## config.mk

```make
export PLATFORM = sky130hd
export DESIGN_NAME = eight_queen_controller
export DESIGN_NICKNAME = d
export VERILOG_FILES = /design/src/rtl/eight_queen_pkg.sv /design/src/rtl/eight_queen_controller.sv
export SDC_FILE = /design/constraint.sdc
export NUM_CORES = 1
export LEC_CHECK = 0
export BUFFER_PORTS_ARGS = -buffer_cell sky130_fd_sc_hd__buf_4
export CORE_UTILIZATION = 49
export DETAILED_ROUTE_END_ITERATION = 10
export MAX_ROUTING_LAYER = met4
export PLACE_DENSITY = 0.89
export SYNTH_ARGS = -nofsm -noshare
export SYNTH_HDL_FRONTEND = slang
export SYNTH_SLANG_ARGS = --single-unit
```

## constraint.sdc

```tcl
create_clock -name clk -period 4.8 [get_ports clk]
set_clock_uncertainty 0.1 [all_clocks]
set_input_delay 0.48 -clock clk [delete_from_list [all_inputs] [get_ports clk]]
set_output_delay 0.48 -clock clk [all_outputs]
set_load 0.02 [all_outputs]
```

## src/rtl/eight_queen_pkg.sv

```systemverilog
// Shared types for the 8-queen controller: FSM state encoding and board geometry.
// Latency: n/a (types and constants only).
// Backpressure: n/a.
package eight_queen_pkg;

    localparam int N_QUEENS = 8;
    localparam int ROW_W    = $clog2(N_QUEENS);

    typedef enum logic [3:0] {
        IDLE,
        INIT,
        ENTRY,
        CHECK,
        CONFLICT,
        BACKTRACK,
        SOLVED,
        EMIT,
        DONE,
        FAIL
    } state_t;

    // States in which the backtracking search is actively working on the board.
    function automatic logic is_search_state(input state_t s);
        return (s == ENTRY) || (s == CHECK) || (s == CONFLICT) || (s == BACKTRACK);
    endfunction

endpackage

```

## src/rtl/eight_queen_controller.sv

```systemverilog
// Sequencer for the 8-queen datapath: backtracking search over rows 0..7, then streams the board row by row.
// Latency: strobes are Mealy (same cycle as state/status); state and row mirror update on the next clk edge.
// Backpressure: in EMIT, out_valid and the selected row are held while out_ready=0; the row only advances on out_ready.
// Optional build macro SEARCH_CYCLE_COUNT_EN adds a saturating search-cycle counter on search_cycles.
module eight_queen_controller
    import eight_queen_pkg::*;
#(
    parameter int CYCLE_CNT_W = 16
) (
    input  logic                   clk,
    input  logic                   reset,
    input  logic                   start,
    output logic                   busy,
    output logic                   done,
    output logic                   fail,
    output logic                   out_valid,
    input  logic                   out_ready,
    output logic [ROW_W-1:0]       out_row,
    output logic                   enable_output,
    output logic                   shift_right,
    output logic                   counter_reset,
    output logic                   count_up,
    output logic                   count_down,
    output logic                   count,
    output logic                   load_counter,
    input  logic                   cout,
    input  logic                   down_counter_zero,
    input  logic                   last_queen_counter_zero,
    input  logic                   last_cell,
    input  logic                   safe,
    output logic [CYCLE_CNT_W-1:0] search_cycles
);

    state_t           state_q, state_d;
    // Local copy of the datapath row counter, needed to label each emitted row.
    logic [ROW_W-1:0] row_q, row_d;

    // State register and row mirror; a low reset aborts any search back to IDLE.
    always_ff @(posedge clk) begin
        if (!reset) begin
            state_q <= IDLE;
            row_q   <= '0;
        end else begin
            state_q <= state_d;
            row_q   <= row_d;
        end
    end

    // Next-state, datapath strobes and handshake outputs.
    always_comb begin
        state_d       = state_q;
        enable_output = 1'b0;
        shift_right   = 1'b0;
        counter_reset = 1'b0;
        count_up      = 1'b0;
        count_down    = 1'b0;
        count         = 1'b0;
        load_counter  = 1'b0;
        out_valid     = 1'b0;
        out_row       = '0;
        done          = 1'b0;
        fail          = 1'b0;
        busy          = 1'b1;

        unique case (state_q)
            IDLE: begin
                busy = 1'b0;
                if (start) state_d = INIT;
            end
            INIT: begin
                counter_reset = 1'b1;
                state_d       = ENTRY;
            end
            ENTRY: begin
                if (cout) begin
                    state_d = SOLVED;
                end else if (last_queen_counter_zero) begin
                    // Nothing above row 0 can attack it, so place it without checking.
                    count_up = 1'b1;
                end else begin
                    load_counter = 1'b1;
                    state_d      = CHECK;
                end
            end
            CHECK: begin
                if (!safe) begin
                    state_d = CONFLICT;
                end else if (down_counter_zero) begin
                    count_up = 1'b1;
                    state_d  = ENTRY;
                end else begin
                    count = 1'b1;
                end
            end
            CONFLICT: begin
                if (!last_cell) begin
                    shift_right = 1'b1;
                    state_d     = ENTRY;
                end else if (last_queen_counter_zero) begin
                    state_d = FAIL;
                end else begin
                    // Wrap this row back to column 0 and retreat one row.
                    shift_right = 1'b1;
                    count_down  = 1'b1;
                    state_d     = BACKTRACK;
                end
            end
            BACKTRACK: begin
                if (last_cell && last_queen_counter_zero) begin
                    state_d = FAIL;
                end else if (last_cell) begin
                    shift_right = 1'b1;
                    count_down  = 1'b1;
                end else begin
                    shift_right = 1'b1;
                    state_d     = ENTRY;
                end
            end
            SOLVED: begin
                counter_reset = 1'b1;
                state_d       = EMIT;
            end
            EMIT: begin
                if (cout) begin
                    state_d = DONE;
                end else begin
                    enable_output = 1'b1;
                    out_valid     = 1'b1;
                    out_row       = row_q;
                    count_up      = out_ready;
                end
            end
            DONE: begin
                busy = 1'b0;
                done = 1'b1;
            end
            FAIL: begin
                busy = 1'b0;
                fail = 1'b1;
            end
            default: begin
                busy    = 1'b0;
                state_d = IDLE;
            end
        endcase

        row_d = row_q;
        if (counter_reset)   row_d = '0;
        else if (count_up)   row_d = row_q + ROW_W'(1);
        else if (count_down) row_d = row_q - ROW_W'(1);
    end

`ifdef SEARCH_CYCLE_COUNT_EN
    logic [CYCLE_CNT_W-1:0] cyc_q, cyc_d;

    // Search-cycle counter: cleared when a search starts, saturates, frozen outside the search.
    always_comb begin
        cyc_d = cyc_q;
        if (state_q == INIT) begin
            cyc_d = '0;
        end else if (is_search_state(state_q) && (cyc_q != '1)) begin
            cyc_d = cyc_q + CYCLE_CNT_W'(1);
        end
    end

    // Search-cycle counter register.
    always_ff @(posedge clk) begin
        if (!reset) cyc_q <= '0;
        else        cyc_q <= cyc_d;
    end

    assign search_cycles = cyc_q;
`else
    assign search_cycles = '0;
`endif

endmodule

```

==> impl_metrics.toml, run 1 <==
[clocking]
htreeDepth = 1
post_cts_resized = 0
cts_buffer_depth = 2
clock-sinks = 7
clkSlewWorstSetupHoldPaths_ns = 0.05
cts_buffers = 3
holdBufCountCts = 0
cts_tree = "done"
cts_root_buf = "clkbuf_4"
insertion_delay_ns = 0.25
postCtsSetupBuffers = 0

[power_and_ir_drop]
p_leak_nw = 0.4325
p_per_area_mw_per_mm2 = 405.4
irDropWorstVdd_v = 0.0002698

[floorplanning]
fp.dieW_um = 42.77
dieArea_mm2 = 0.001829
core_mm2 = 0.001524
ios = 39
initial_core_util = 0.5345
dieHeight_um = 42.77
placement_rows = 14

[yosys]
ys_seq_area_frac = 0.1720
syn_area_um2 = 814.5
postSynthCellCount = 107
ys_ff_latch = 7
yosys.cell_types.count = 42
avgSynthCellArea_um2 = 7.612
yosys_warnings = 0
synth_edf_count = 0
synth-main-ff-cell = "dfxtp_1"
async_flop_share = 0

[run]
drv_cap = 0

[global_route]
grt_max_degree = 17
grtUsageTotal = 0.2016
grt_pass1_vias = 673
grt_pass1_wl_mm = 2.801
grt_overflow = 0
grt_antenna_before_repair = 0

[cells_and_area]
area_growth_pct = 13.67
final_area_um2 = 925.9
nNetsFinal = 138
drive_above_1_share = 0.3071
num_antenna_cells = 0

[drt]
vias = 792
wl_per_cell_um = 11.52
postRouteAntennaNets = 0
first_pass_iters = 4
post-route-drc-count = 0
viasPerCell = 5.538
drt_wl_total_mm = 1.647
dr.first_iter.drc_count = 26

[timing]
grt_setup_unrepaired = "false"
hold_viol_final = 0
slew_violations = 0
fin_tns_setup_ns = 0
fin_crit_sh = 0.4792
fmax_mhz = 434.7
finalCriticalPeriod_ns = 2.300
setup_viol_count_final = 0

[critical_path]
worst-path-max-fanout = 13
crit_start = "state_q[0]$_SDFFE_PN0P_"
ff2ff_setup_slack_ns = 2.50
critPathRequiredTime_ns = 4.87
end_kind = "register"
reg2reg_from = "state_q[0]$_SDFFE_PN0P_"
arrival_ns = 2.37
worstSetupStartpointType = "register"
critPathKind = "register to register"

[place]
port-buffer-count = 22
place_congestion = 0.9260
dp_hpwl_mm = 1.310
dpl_cell_area_um2 = 899.6

[hold_path]
hold_class = "register to register"
min_from = "row_q[1]$_SDFFE_PP0P_"

[status]
outcome = "finished, final reports clean"
==> state kept, by name, indices dropped and copies added, names as in the netlist <==
register  flops
state_q       4
row_q         3
==> worst paths after layout <==
path / end / cells past startpoint
max: row_q[2]$_SDFFE_PP0P_ / 8
min: row_q[1]$_SDFFE_PP0P_ / 2
max reg2reg: row_q[2]$_SDFFE_PP0P_ / 8
min reg2reg: row_q[1]$_SDFFE_PP0P_ / 2
==> stage by stage <==
stage / std cells / total power (W) / hold slack [ns] / util / setup WS (ns)
detailed placement: 139 / 0.0003228 / 0.4070 / 0.5903 / 2.526
floorplan: 122 / 0.0002819 / 0.3653 / - / 2.789
CTS: 143 / 0.0003777 / 0.4142 / 0.6076 / 2.507
global route: 143 / 0.0004076 / 0.4339 / 0.6076 / 2.278
global placement: 139 / 0.0003158 / 0.4013 / 0.5903 / 2.605
finish: 143 / 0.0003754 / 0.4087 / 0.6076 / 2.500
==> cell usage after synthesis (2+ instances only) <==
cell       n  area (um2)
buf_4     18       135.1
nand2_1    9       33.78
dfxtp_1    7       140.1
nor2_1     7       26.28
a21oi_1    5       25.02
nor3_1     5       25.02
and3_1     4       25.02
nand3_1    4       20.02
o21ai_0    4       20.02
a31oi_1    3       18.77
inv_1      3       11.26
a21boi_0   2       15.01
buf_2      2       10.01
nand3b_1   2       15.01
nand4_1    2       12.51
nor3_2     2       20.02
nor3b_1    2       15.01
or3b_2     2       17.52
==> critical path, cell delays in order (launching register included) <==
cell and delay (ns):
dfxtp_1 0.55, nor2b_2 0.36, nand3_1 0.14, and3_4 0.22, fa_1 0.44, inv_1 0.07, a31oi_1 0.05, o21a_1 0.18
nor3_1 0.12
==> area by class of cell <==
class	instances	area [um2]
fillers	142	598.1
flip-flops and latches	7	140.1
well taps	16	20.02
clock buffers	4	26.28
multi-input cells	90	558.0
repair buffers	22	165.2
inverters	4	16.27
==> cell usage in the layout, fill, tap and decap left out, types with 2 or more instances in the layout <==
cell,n
dfxtp_1,7
a21oi_1,5
conb_1,16
nor3b_1,2
nand3b_1,2
a21boi_0,2
nor2_1,7
inv_1,3
o21ai_0,4
clkbuf_4,3
and3_1,4
or3b_2,2
nand3_1,4
nand4_1,2
nor3_2,2
buf_4,22
nand2_1,9
a31oi_1,3
nor3_1,5
==> per-layer routing <==
layer  share of wire  global-route usage
met4               0             0.06250
met5               0                   -
met3           0.079             0.05957
met1            0.43              0.2487
met2            0.49              0.3152
==> cell families (layout without fill, tap and decap cells) <==
kind of cell / Yosys count / after routing / synth area share
AOI/OAI and AO/OA: 22 / 22 / 0.1751
DFF: 7 / 7 / 0.1720
buffers and inverters: 25 / 30 / 0.2120
muxes: 1 / 1 / 0.01229
other: 1 / 16 / 0.004604
and+or+nand+nor: 50 / 50 / 0.3994
adders and majority gates: 1 / 1 / 0.02458
==> power by group <==
group	internal, W	total, W	switching [W]	leakage [nW]
Clock	0.0000317	0.0000528	0.0000211	0.0150
Combinational	0.0000970	0.000213	0.000116	0.361
Sequential	0.0000715	0.000109	0.0000380	0.0569
Power figures use the tool's default switching activity.
==> inputs of run 2 (changes only) <==
Settings changed: CORE_UTILIZATION 49 to 41, PLACE_DENSITY 0.89 to 0.8.
Clock period 4.8 ns to 2.1 ns, I/O delays scaled along.
==> run 2 against run 1 <==
  * Die area up 19%
  * Power rose by 150%
  * Worst hold slack got worse by 0.25 ns
  * Utilization down 4.7 points
  * Combinational power rose to 2.9 times the previous value
  * Maximum frequency rose by 15%
  * Via count is the same
  * Sequential share of layout area fell by 1.3 points
  * Final cell count is 12% higher
  * Clock power up 130%
  * Worst setup slack worse by 2.4 ns
==> impl_metrics.toml, run 2 (synthesized netlist as in run 1, its figures left out) <==
[critical_path]
worstSetupStartpointType = "register"
worst-path-max-fanout = 5
ff2ff_setup_slack_ns = 0.1
arrival_ns = 2.03
critPathRequiredTime_ns = 2.13
critPathKind = "register to register"
end_kind = "register"

[status]
outcome = "finished, final reports clean"

[timing]
setup_viol_count_final = 0
fin_tns_setup_ns = 0
hold_viol_final = 0
fin_crit_sh = 0.9531
grt_setup_unrepaired = "false"
fmax_mhz = 499.6
slew_violations = 0
finalCriticalPeriod_ns = 2.002

[cells_and_area]
area_growth_pct = 23.96
num_antenna_cells = 0
nNetsFinal = 146
mostFrequentLayoutCell = "buf_4"
fillers = 195
mostFrequentLayoutCells = "buf_4, conb_1, nand2_1, dfxtp_1, nor2_1"
drive_above_1_share = 0.3630
top_regs = "state_q (4), row_q (3)"
largest_register = "state_q"
largest_reg_flops = 4

[floorplanning]
dieArea_mm2 = 0.002169
fp.dieW_um = 46.57
initial_core_util = 0.4521
dieHeight_um = 46.57
placement_rows = 15
core_mm2 = 0.001802
ios = 39

[global_route]
grtUsageTotal = 0.1926
grt_pass1_vias = 679
grt_pass1_wl_mm = 2.829
grt_antenna_before_repair = 0
grt_max_degree = 15
grt_overflow = 0

[clocking]
cts_buffer_depth = 2
cts_tree = "done"
cts_buffers = 3
clock-sinks = 7
htreeDepth = 1
clkSlewWorstSetupHoldPaths_ns = 0.05
insertion_delay_ns = 0.25
cts_root_buf = "clkbuf_4"
holdBufCountCts = 0

[power_and_ir_drop]
p_leak_nw = 0.4779
power_w = 0.0009332
p_per_area_mw_per_mm2 = 924.2
irDropWorstVdd_v = 0.0005121

[drt]
first_pass_iters = 5
viasPerCell = 4.950
vias = 792
post-route-drc-count = 0
drt_wl_total_mm = 1.820
postRouteAntennaNets = 0
dr.first_iter.drc_count = 19
wl_per_cell_um = 11.38

[place]
port-buffer-count = 22
place_congestion = 0.8624
dp_hpwl_mm = 1.440

[run]
drv_cap = 0

[hold_path]
hold_class = "primary input to register"
-- run 2: cell count changes in the layout (fill, tap and decap cells not counted) --
| cell | delta |
|---|---|
| nor2_1 | -1 |
| nor3_1 | -1 |
| buf_4 | +8 |
| nor2b_4 | +1 |
| nor2_2 | +1 |
| nor2b_2 | -1 |
| nor3_2 | +1 |
-- run 2: worst paths after layout --
kind / from / to / cells after the start
setup / recovery: state_q[1]$_SDFFE_PN0P_ / row_q[2]$_SDFFE_PP0P_ / 8
hold reg to reg: row_q[1]$_SDFFE_PP0P_ / row_q[1]$_SDFFE_PP0P_ / 2
hold / removal: reset / state_q[3]$_SDFFE_PN0P_ / 3
setup reg to reg: state_q[1]$_SDFFE_PN0P_ / row_q[2]$_SDFFE_PP0P_ / 8
-- run 2: per-stage QoR --
step	worst slack (ns)	util	instances	hold slack (ns)	cell area (um2)
global placement	0.1589	0.5306	154	0.3985	955.9
detailed placement	0.05977	0.5306	154	0.4109	955.9
finish	0.09843	0.5604	160	0.1551	1010
floorplan	0.2083	-	122	0.2487	870.8
CTS	0.04256	0.5451	158	0.1498	982.2
global route	0.02507	0.5604	160	0.1563	1010
-- run 2: power by group --
| group | internal, W | switching [W] |
|---|---|---|
| combinational | 0.000274 | 0.000341 |
| clock | 0.0000724 | 0.0000487 |
| sequential | 0.000164 | 0.0000335 |
-- run 2: critical path, stage by stage, from the launching register on --
cell      delay (ns)
dfxtp_1         0.39
and2b_4         0.22
nand4b_4        0.15
and3_4          0.20
fa_1            0.43
inv_1           0.07
a31oi_1         0.05
nor3_1          0.19
nor3_2          0.07
-- run 2: layout make-up --
type | count | area, um2 | area share
Timing Repair Buffer | 30 | 225.2 | 0.2230
Tap cell | 25 | 31.28 | 0.03098
Sequential cell | 7 | 140.1 | 0.1388
Inverter | 4 | 16.27 | 0.01611
Multi-Input combinational cell | 90 | 570.5 | 0.5651
Clock buffer | 4 | 26.28 | 0.02602
-- run 2: repair_timing --
item	4_1_cts	5_1_grt
buffers inserted	0	2
endpoints found under the hold margin	0	0
endpoints found under the setup margin	0	1
resized for setup	0	3
-- run 2: routing by layer --
| layer | vias to the layer above | routed length, um | track usage |
|---|---|---|---|
| met5 | - | 0 | - |
| li1 | 402 | - | - |
| met4 | 0 | 0 | 0.04706 |
| met1 | 364 | 751 | 0.2047 |
| met3 | 0 | 110 | 0.07843 |
| met2 | 26 | 958 | 0.3278 |
==> inputs of run 3 (changes only) <==
Settings changed: RECOVER_POWER from default to 100.
==> run 3 against run 2 <==
  * Clock power about the same
  * Highest routed layer unchanged
  * Die area unchanged
  * Sequential share of layout area up 0.74 points
  * Power down 6.2%
  * Critical path type unchanged
  * Non-clock buffer count unchanged
  * Utilization down 2.8 points
==> impl_metrics.toml, run 3 (synthesized netlist as in run 1, its figures left out) <==
[cells_and_area]
drive_above_1_share = 0.2889
final_cells = 160
fillers = 204
top_regs = "state_q (4), row_q (3)"
mostFrequentLayoutCells = "buf_4, conb_1, nand2_1, clkbuf_1"
nNetsFinal = 146
largest_reg_flops = 4
area_growth_pct = 17.67
num_antenna_cells = 0
fin_util = 0.5319
largest_register = "state_q"
mostFrequentLayoutCell = "buf_4"

[timing]
grt_setup_unrepaired = "false"
setup_viol_count_final = 0
worst_slack_ns = 0.09769
fin_crit_sh = 0.9535
hold_viol_final = 0
fmax_mhz = 499.4
fin_tns_setup_ns = 0
finalCriticalPeriod_ns = 2.002
slew_violations = 0

[critical_path]
cp_top_family = "simple AND/OR/NAND/NOR gates"
critPathRequiredTime_ns = 2.13
critical_path.slowest_cell = "fa_1"
cp_cell_sequence = "nor2_1 -> nand4b_4 -> and3_4 -> fa_1 -> inv_1 -> a31oi_1 -> nor3_1 -> nor3_2"
worstSetupStartpointType = "register"
crit_buf_inv = 1
worst-path-max-fanout = 4
worst_path_largest_cell_delay_ns = 0.43
arrival_ns = 2.04
end_kind = "register"
critPathKind = "register to register"

[clocking]
cts_root_buf = "clkbuf_4"
insertion_delay_ns = 0.25
clock-sinks = 7
clkSlewWorstSetupHoldPaths_ns = 0.05
htreeDepth = 1
cts_tree = "done"
cts_buffers = 3
cts_buffer_depth = 2

[run]
drv_cap = 0

[place]
dpl_worst_slack_ns = 0.05977
dp.cells = 154
dp_hpwl_mm = 1.440
place_congestion = 0.8624
port-buffer-count = 22

[drt]
post-route-drc-count = 0
first_pass_iters = 4
dr.first_iter.drc_count = 18
viasPerCell = 5.013
postRouteAntennaNets = 0
drt_wl_total_mm = 1.821
wl_per_cell_um = 11.38
vias = 802

[power_and_ir_drop]
power_w = 0.0008753
p_leak_nw = 0.4351
irDropWorstVdd_v = 0.0004771
p_per_area_mw_per_mm2 = 913.3

[floorplanning]
dieHeight_um = 46.57
dieArea_mm2 = 0.002169
ios = 39
core_mm2 = 0.001802
initial_core_util = 0.4521
placement_rows = 15
fp.dieW_um = 46.57

[status]
outcome = "finished, final reports clean"

[global_route]
grt_overflow = 0
grt_pass1_wl_mm = 2.829
grt_pass1_vias = 679
grt_antenna_before_repair = 0
grtUsageTotal = 0.1926
grt_max_degree = 15

[hold_path]
hold_class = "primary input to register"
-- run 3: tightest hold or removal path, cell delays in order --
cell	delay [ns]
buf_4	0.13
nand3_1	0.07
o21ai_0	0.07
-- run 3: timing repair --
item / CTS / global route
setup buffers: 0 / 2
hold buffers: 0 / 0
setup endpoints to repair: 0 / 1
gates resized for setup: 0 / 3
-- run 3: area by class of cell --
cell class / instances / area [um2] / share of cell area
Tap cell: 25 / 31.28 / 0.03264
Sequential cell: 7 / 140.1 / 0.1462
Timing Repair Buffer: 30 / 188.9 / 0.1971
Inverter: 4 / 16.27 / 0.01697
Multi-Input combinational cell: 90 / 555.5 / 0.5796
Clock buffer: 4 / 26.28 / 0.02742
-- run 3: final timing paths --
kind                           startpoint                       to  slack [ns]  cells after the start
setup reg to reg  state_q[3]$_SDFFE_PN0P_    row_q[2]$_SDFFE_PP0P_         0.1                      8
setup / recovery  state_q[3]$_SDFFE_PN0P_    row_q[2]$_SDFFE_PP0P_         0.1                      8
hold / removal                      reset  state_q[3]$_SDFFE_PN0P_        0.15                      3
hold reg to reg     row_q[1]$_SDFFE_PP0P_    row_q[1]$_SDFFE_PP0P_        0.41                      2
-- run 3: through the flow --
stage / instance area, um2 / hold slack [ns]
after floorplan: 870.8 / 0.2487
after global placement: 955.9 / 0.3985
after detailed placement: 955.9 / 0.4109
after CTS: 982.2 / 0.1498
after global routing: 958.4 / 0.1563
final: 958.4 / 0.1539
-- run 3: power breakdown --
part	total, W	internal (W)	leakage, nW	switching [W]
Sequential	0.000196	0.000164	0.0569	0.0000320
Combinational	0.000558	0.000223	0.363	0.000335
Clock	0.000122	0.0000725	0.0150	0.0000496
Total	0.000875	0.000459	0.435	0.000416
-- run 3: metal layers --
metal | global-route usage | part of all wire
met1 | 0.2047 | 0.39
met2 | 0.3278 | 0.54
met3 | 0.07843 | 0.068
met4 | 0.04706 | 0
met5 | - | 0
